`config.mk`:
```
export PLATFORM = sky130hd
export DESIGN_NAME = rwg_multi
export DESIGN_NICKNAME = d
export VERILOG_FILES = /design/src/rtl/rwg_pkg.sv /design/src/rtl/rwg_seed_ram.sv /design/src/rtl/rwg_multi.sv
export SDC_FILE = /design/constraint.sdc
export NUM_CORES = 1
export LEC_CHECK = 0
export CORE_MARGIN = 2
export CORE_UTILIZATION = 34
export DETAILED_ROUTE_END_ITERATION = 7
export SETUP_SLACK_MARGIN = 0.05
export SYNTH_ARGS = -nofsm -noshare
export SYNTH_HDL_FRONTEND = slang
export SYNTH_SLANG_ARGS = --single-unit
```
`constraint.sdc`:
```
create_clock -name clk2 -period 3.5 [get_ports clk2]
set_input_delay 0.7 -clock clk2 [delete_from_list [all_inputs] [get_ports clk2]]
set_output_delay 0.7 -clock clk2 [all_outputs]
set_load 0.05 [all_outputs]
```
`src/rtl/rwg_pkg.sv`:
```
// rtl/rwg_pkg.sv - shared types and helpers for the random weight generator
package rwg_pkg;

  typedef enum logic [1:0] {IDLE, RUN, DONE} rwg_state_e;

  // Fibonacci step: shift right, parity of tapped bits enters at the MSB.
  function automatic logic [31:0] lfsr_next(input logic [31:0] s, input logic [31:0] mask,
                                            input int unsigned w);
    logic fb;
    fb = ^(s & mask);
    return (s >> 1) | ({31'd0, fb} << (w - 1));
  endfunction

  // A zero seed would lock the LFSR, so it is replaced by 1.
  function automatic logic [31:0] default_seed(input int unsigned i, input logic [31:0] seed0,
                                               input logic [31:0] step, input int unsigned w);
    logic [31:0] m;
    logic [31:0] v;
    m = (w >= 32) ? 32'hFFFF_FFFF : ((32'd1 << w) - 32'd1);
    v = (seed0 + i * step) & m;
    return (v == 32'd0) ? 32'd1 : v;
  endfunction

endpackage

```
`src/rtl/rwg_seed_ram.sv`:
```
// rtl/rwg_seed_ram.sv - seed table, one write port, one async read port, resets to defaults
module rwg_seed_ram
  import rwg_pkg::*;
#(
  parameter int WIDTH = 11,
  parameter int NUM_SEEDS = 12,
  parameter logic [WIDTH-1:0] SEED0 = 11'b010_1101_0110,
  parameter logic [WIDTH-1:0] SEED_STEP = 11'h2D3,
  localparam int AW = $clog2(NUM_SEEDS)
) (
  input  logic             clk2,
  input  logic             rst_n,
  input  logic             we,
  input  logic [AW-1:0]    waddr,
  input  logic [WIDTH-1:0] wdata,
  input  logic [AW-1:0]    raddr,
  output logic [WIDTH-1:0] rdata
);

  logic [WIDTH-1:0] mem [NUM_SEEDS];

  always_ff @(posedge clk2 or negedge rst_n) begin
    if (!rst_n) begin
      for (int i = 0; i < NUM_SEEDS; i++)
        mem[i] <= WIDTH'(default_seed(i, 32'(SEED0), 32'(SEED_STEP), WIDTH));
    end else if (we && int'(waddr) < NUM_SEEDS) begin
      mem[waddr] <= (wdata == '0) ? WIDTH'(1) : wdata;
    end
  end

  assign rdata = (int'(raddr) < NUM_SEEDS) ? mem[raddr] : mem[0];

endmodule

```
`src/rtl/rwg_multi.sv`:
```
// rtl/rwg_multi.sv - multi-seed LFSR weight generator streaming indexed weights to the MAC array
module rwg_multi
  import rwg_pkg::*;
#(
  parameter int WIDTH = 11,
  parameter int NUM_SEEDS = 12,
  parameter int WPS = 11,
  parameter logic [WIDTH-1:0] TAP_MASK = 11'b101_0000_0000,
  parameter logic [WIDTH-1:0] SEED0 = 11'b010_1101_0110,
  parameter logic [WIDTH-1:0] SEED_STEP = 11'h2D3,
  localparam int AW = $clog2(NUM_SEEDS),
  localparam int IW = $clog2(NUM_SEEDS * WPS)
) (
  input  logic             clk2,
  input  logic             rst_n,
  input  logic             seed_we,
  input  logic [AW-1:0]    seed_waddr,
  input  logic [WIDTH-1:0] seed_wdata,
  input  logic             start,
  input  logic [AW-1:0]    seed_sel,
  input  logic [AW:0]      num_blk,
  input  logic             abort,
  output logic             w_valid,
  input  logic             w_ready,
  output logic [WIDTH-1:0] w_data,
  output logic [IW-1:0]    w_idx,
  output logic             busy,
  output logic             done
);

  localparam int KW = (WPS > 1) ? $clog2(WPS) : 1;

  rwg_state_e       state;
  logic [WIDTH-1:0] lfsr;
  logic [KW-1:0]    k;
  logic [AW-1:0]    blk;
  logic [AW:0]      blocks_left;
  logic [AW-1:0]    nxt_blk;
  logic [AW-1:0]    rd_addr;
  logic [AW-1:0]    sel_c;
  logic [WIDTH-1:0] seed_rd;
  logic [WIDTH-1:0] lfsr_adv;

  assign nxt_blk  = (int'(blk) == NUM_SEEDS - 1) ? '0 : blk + 1'b1;
  assign sel_c    = (int'(seed_sel) < NUM_SEEDS) ? seed_sel : '0;
  // The single read port serves the start seed in IDLE and the next block seed in RUN.
  assign rd_addr  = (state == IDLE) ? sel_c : nxt_blk;
  assign lfsr_adv = WIDTH'(lfsr_next(32'(lfsr), 32'(TAP_MASK), WIDTH));

  rwg_seed_ram #(
    .WIDTH(WIDTH), .NUM_SEEDS(NUM_SEEDS), .SEED0(SEED0), .SEED_STEP(SEED_STEP)
  ) u_seed_ram (
    .clk2  (clk2),
    .rst_n (rst_n),
    .we    (seed_we && state == IDLE),
    .waddr (seed_waddr),
    .wdata (seed_wdata),
    .raddr (rd_addr),
    .rdata (seed_rd)
  );

  always_ff @(posedge clk2 or negedge rst_n) begin
    if (!rst_n) begin
      state       <= IDLE;
      lfsr        <= '0;
      k           <= '0;
      blk         <= '0;
      blocks_left <= '0;
      w_valid     <= 1'b0;
      busy        <= 1'b0;
      done        <= 1'b0;
    end else begin
      done <= 1'b0;
      if (abort) begin
        state   <= IDLE;
        w_valid <= 1'b0;
        busy    <= 1'b0;
      end else begin
        case (state)
          IDLE: if (start) begin
            lfsr        <= seed_rd;
            k           <= '0;
            blk         <= sel_c;
            blocks_left <= (num_blk == '0) ? (AW+1)'(1) : num_blk;
            w_valid     <= 1'b1;
            busy        <= 1'b1;
            state       <= RUN;
          end
          RUN: if (w_valid && w_ready) begin
            if (int'(k) == WPS - 1) begin
              if (blocks_left > (AW+1)'(1)) begin
                blk         <= nxt_blk;
                lfsr        <= seed_rd;
                k           <= '0;
                blocks_left <= blocks_left - 1'b1;
              end else begin
                w_valid <= 1'b0;
                busy    <= 1'b0;
                done    <= 1'b1;
                state   <= DONE;
              end
            end else begin
              lfsr <= lfsr_adv;
              k    <= k + 1'b1;
            end
          end
          DONE: state <= IDLE;
          default: state <= IDLE;
        endcase
      end
    end
  end

  assign w_data = lfsr;
  assign w_idx  = IW'(32'(blk) * WPS + 32'(k));

endmodule
```
==> results.cfg <==
[setup_path]
critPathArrivalTime_ns = 3.07
worst_path_max_delay_cell = fa_1
cp_slowest_stage_delay_ns = 0.55
r2r_cells = 10
endpoint_kind = primary output
cp_max_fo = 3
r2r_end = w_data[9]
cp-start-kind = register
crit_chain = ha_4 -> ha_4 -> fa_1 -> ha_4 -> buf_4 -> a21oi_4 -> o21bai_1 -> a21oi_2 -> xnor2_2 -> buf_12
critPathMostFrequentCell = ha_4
r2r_setup_slack_ns = 0.77
crit_buf_inv = 2
r2r_start = blk[0]
cp.required_ns = 2.80
critPathKind = register to primary output
critPathTopFamily = adder cells

[sta]
worstMarginPinSlew_ns = 1.26
clock_skew_ns = 0.0126
finalWorstSetupSlack_ns = -0.272
setup_tns_ns = -0.567
fmax_mhz = 265
finalMaxSlewViolations = 0
hold_violations = 0
fin_crit_sh = 1.08
setup_violations = 3
slew_headroom = 0.151
period_minus_slack_ns = 3.77
rsz0062_at_grt = yes

[synth]
ys_seq_elements = 160
synth_fp_nets = 801
yosys.area.top_type = dfrtp_1
synthArstFlopShare = 1.00
synth_edf_count = 0
yosysMostFrequentCell = mux2_2
synthCells = 746
synth-seq-area-share = 0.490
netlist-cell-type-count = 53
synth_area_leaders = dfrtp_1 (28%), dfstp_2 (21%), mux2_2 (16%)
ys_top_cells_by_count = mux2_2 (117), dfrtp_1 (93), nand2_1 (93), dfstp_2 (67), a21oi_1 (59)
yosysTopAreaCellShare = 0.279
synth_flop_cell = dfrtp_1
syn-cell-area_sq_mm = 0.00834
syn_avg_cell_area_sq_um = 11.2
yosysWarningCount = 0

[final_layout]
nFillCells = 2270
layout-drive-gt1-share = 0.357
post-route-util = 0.420
nets = 859
syn2layout_area_growth_pct = 21.9
fin_cells = 1141
diodes = 0
final_area_sq_mm = 0.0102

[route]
wl_per_cell_um = 18.2
via_per_inst = 5.23
drt_first_pass_iters = 5
vias = 5973
ant_nets = 0
drc = 0
drt_iter0_drc = 392
wirelength_um = 20800

[clock_tree]
clkTransAtPathRegs_ns = 0.07
htree_levels = 4
clockBufferDepth = 2
root_buffer = clkbuf_16
clock_latency_ns = 0.43
numCtsBuffers = 17
hold_buffers = 0
cts.sinks = 160
cts_tree = done

[pwr]
combPwrFrac = 0.524
p_int_w = 0.00605
p_leak_nw = 4.24
power_density_mw_per_mm2 = 1000
power.net_switching_w = 0.00412
seqPwrFrac = 0.286
p_sw_frac = 0.405
power.share.clock = 0.190
ir_drop_mv = 1.68

[grt]
antenna_found_initial = 0
grt_usage = 0.166
gr-total-overflow = 0
grt_max_degree = 83
grt_pass1_vias = 5895
grt_pass1_wl_um = 33600

[floorplanning]
start_util = 0.345
core_area_sq_mm = 0.0242
pin_count = 52
die_y_um = 161
rows = 57
fp.dieW_um = 161
die-area_sq_mm = 0.0258

[outcome]
status = finished, violations left
violations = negative setup slack

[place]
dp_hpwl_um = 14300
placed_area_sq_mm = 0.00937
port_buffers = 51
gp_congestion = 0.763
dp.cells = 1101

[run]
maxCapViolCount = 0

[hold_path]
hp-class = input port to asynchronous set/reset pin
[metal layers]
metal,up-vias,GRT usage,part of all wire,routed length (um)
met2,145,0.279,0.50,10300
met1,2996,0.219,0.45,9260
li1,2807,-,-,-
met3,25,0.0294,0.041,860
met5,-,0,0,0
met4,0,0.0508,0.017,359
[cell families after synthesis]
kind of cell               count (synthesis)  share of synthesized area
muxes                                    145                      0.192
DFF                                      160                      0.490
and+or+nand+nor                          172                     0.0914
adders and majority gates                 25                     0.0402
buffers and inverters                     66                     0.0402
AOI/OAI and AO/OA                        171                      0.138
xor gates and xnor gates                   7                    0.00735
[cells in the final DEF, fill, tap and decap left out, drive strengths merged, types with 5 or more instances in the layout]
master / count
ha: 22
nor4: 5
o22a: 10
nand2: 93
mux2i: 24
clkbuf: 18
a21oi: 59
dfrtp: 93
nand3: 8
nand3b: 5
xnor2: 6
mux2: 121
a32oi: 23
a32o: 8
clkdlybuf4s50: 44
o21ai: 33
dfstp: 67
nor3: 6
inv: 21
buf: 48
a22oi: 10
nor2: 37
[metrics by stage]
stage / power [W] / hold slack [ns] / setup slack (ns)
CTS: 0.00995 / 0.351 / -0.201
global placement: 0.00768 / 0.465 / 0.102
global route: 0.0108 / 0.367 / -0.384
floorplan: 0.00595 / 0.404 / 0.0881
detailed placement: 0.00775 / 0.470 / 0.0926
finish: 0.0102 / 0.319 / -0.272
[timing repair]
action                                  CTS  global route
cloned                                    0             0
endpoints found under the setup margin    4             5
pin swaps                                11             2
resized for setup                        13             6
buffers inserted                          6             2
[cell type report]
class	instances	area, sq um	area share
Tap cell	324	405	0.0399
Clock buffer	18	439	0.0432
Sequential cell	160	4090	0.403
Clock inverter	14	171	0.0169
Multi-Input combinational cell	520	4080	0.401
Timing Repair Buffer	92	933	0.0918
Inverter	13	48.8	0.00480
[state kept, by name, indices dropped and copies added, names as in the netlist]
register / flops
w_data: 11
u_seed_ram.mem: 132
state: 2
done: 1
blk: 4
busy: 1
k: 4
blocks_left: 5
[power groups by stage]
stage | Combinational, W | Sequential, W | Clock, W
2_1_floorplan | 0.00293 | 0.00303 | 0
3_3_place_gp | 0.00476 | 0.00292 | 0
3_5_place_dp | 0.00481 | 0.00294 | 0
4_1_cts | 0.00507 | 0.00291 | 0.00197
5_1_grt | 0.00573 | 0.00298 | 0.00205
6_report | 0.00533 | 0.00291 | 0.00193
[worst max path at each step]
stage          endpoint  cells after the start    from
2_1_floorplan  w_idx[7]                     10  blk[0]
3_3_place_gp   w_idx[7]                     12  blk[1]
3_5_place_dp   w_idx[7]                     12  blk[1]
4_1_cts        w_idx[7]                     11  blk[2]
5_1_grt        w_idx[6]                     11  blk[2]
6_report       w_idx[6]                     10  blk[2]
(Power assumes the default switching activity.)
==> RTL edit: new RTL, config.mk and constraints unchanged <==
Encoding of `rwg_state_e`: now one-hot (3 bits for 3 states).
--- a/src/rtl/rwg_pkg.sv
+++ b/src/rtl/rwg_pkg.sv
@@ -3,3 +3,3 @@
 
-  typedef enum logic [1:0] {IDLE, RUN, DONE} rwg_state_e;
+  typedef enum logic [2:0] {IDLE = 3'b001, RUN = 3'b010, DONE = 3'b100} rwg_state_e;
 
Formal check against the unedited RTL: same outputs for any inputs over 4 cycles, from zero or initial values and one cycle with rst_n low; so few cycles prove little.
==> RTL edit against the unedited design <==
The flow still finishes with violations (negative setup slack). Clock skew grew 0.00090 ns. Setup slack gained 0.057 ns. Wire length grew 7.1%. Total power down 19%. Sequential cell count rose by 1. Synthesized area is 0.99% higher. Global-route usage is 1.2 points higher. Design area up 1.1%. Critical path type unchanged. Highest routed layer unchanged.
==> RTL edit: results (changes against the unedited design) <==
metric	value	unit	change
final setup vio count	3		unchanged
clk slew on worst S/H paths	0.07	ns	about the same
syn nets	771		-3.7%
Seq/total area	40.1	%	-0.18 points
vias in the first global route	6228		+5.6%
Setup TNS	-0.430	ns	+0.137 ns
Clock Skews	0.0135	ns	+0.000902 ns
violated checks	negative setup slack		
Avg Vias per Cell	5.42		+3.6%
nonclk buf count	95		+3.3%
HP Class	input port to async pin		
WL per Instance	19.9	um	+9.3%
crit path max fanout	3		unchanged
Net count, final	836		-2.7%
htree depth	4		unchanged
critical path data arrival time	3.02	ns	-0.05 ns
number of distinct library cells after synthesis	60		+13%
slowest CP cell	fa_1		
IR drop worst, VDD	0.000481	V	-71%
largest net degree at the start of global routing	82		-1.2%
Worst Max-Slew Pin Slew	1.18	ns	-0.0809 ns
Synth area leaders	dfrtp_1, dfstp_2, mux2_2, mux4_2, ha_1		
Leakage	4.27	nW	+0.76%
multi-input logic portion of the cell area	40.5	%	+0.39 points
status	finished, violations left		
Synth Register Bits	161		+0.63%
share of layout cells above drive strength 1	38.0	%	+2.3 points
Seq/Total Area, Yosys	48.9	%	-0.17 points
final worst slack	-0.215	ns	+0.0572 ns
1st-iter DRT viols	396		+1.0%
Total GRT Usage	17.8	%	+1.2 points
ClkCell Share	6.16	%	+0.15 points
filler cell count	2281		+0.48%
Synth Warn #	0		unchanged
DPL Wire Length	15100	um	+5.6%
first-pass GRT wire length	35900	um	+6.7%
Placer Congestion	0.793		+3.9%
buffering overhead	8.94	%	-0.25 points
nonclk inv count	11		-2
clock buffers	23		+5
RTL edit: metrics by stage:
stage          setup slack (ns)  area (um2)  instances
2_1_floorplan          -0.00414        8440        716
3_3_place_gp             0.0731        9520       1084
3_5_place_dp             0.0678        9520       1084
4_1_cts                  -0.254       10200       1118
5_1_grt                  -0.320       10300       1118
6_report                 -0.215       10300       1118
RTL edit: path summary, 6_finish.rpt:
path	start	end	slack, ns	cells past startpoint
worst max-delay path	blk[0]	w_idx[7]	-0.22	10
worst min-delay path	rst_n	blocks_left[3]	0.29	1
worst max register to register	blk[0]	w_data[3]	0.52	9
worst min register to register	u_seed_ram.mem[22]	u_seed_ram.mem[22]	0.48	2
max in group asynchronous	rst_n	u_seed_ram.mem[70]	2.36	2
min in group clk2	u_seed_ram.mem[22]	u_seed_ram.mem[22]	0.48	2
RTL edit: critical path, delay by kind of cell, from the launching register on:
kind / cells / cell delay, ns
buf+inv: 1 / 0.16
fa+ha+maj: 4 / 1.22
compound gates: 4 / 0.59
flops: 1 / 0.45
xor+xnor: 1 / 0.15
RTL edit: kinds of logic after synthesis:
family	synth area share, %
simple gates	10.2
buf+inv	3.15
flops	48.9
fa+ha+maj	3.98
mux	21.4
xor+xnor	0.624
compound gates	11.8
RTL edit: per-layer routing:
metal	part of all wire [%]	track usage, %
met5	0	0
met2	47	27.7
met4	1.6	5.97
met1	46	24.9
met3	5.6	3.80
RTL edit: timing repair:
| action | CTS | global route |
|---|---|---|
| pin swaps | 8 | 6 |
| endpoints found under the setup margin | 5 | 5 |
| resized for setup | 8 | 9 |
| buffers inserted | 2 | 0 |
RTL edit: where the power goes:
part	leakage (nW)	total (mW)	internal, mW	switching (mW)
logic	2.07	3.35	1.54	1.81
clock network	0.308	2.02	1.25	0.770
registers	1.89	2.90	2.56	0.341
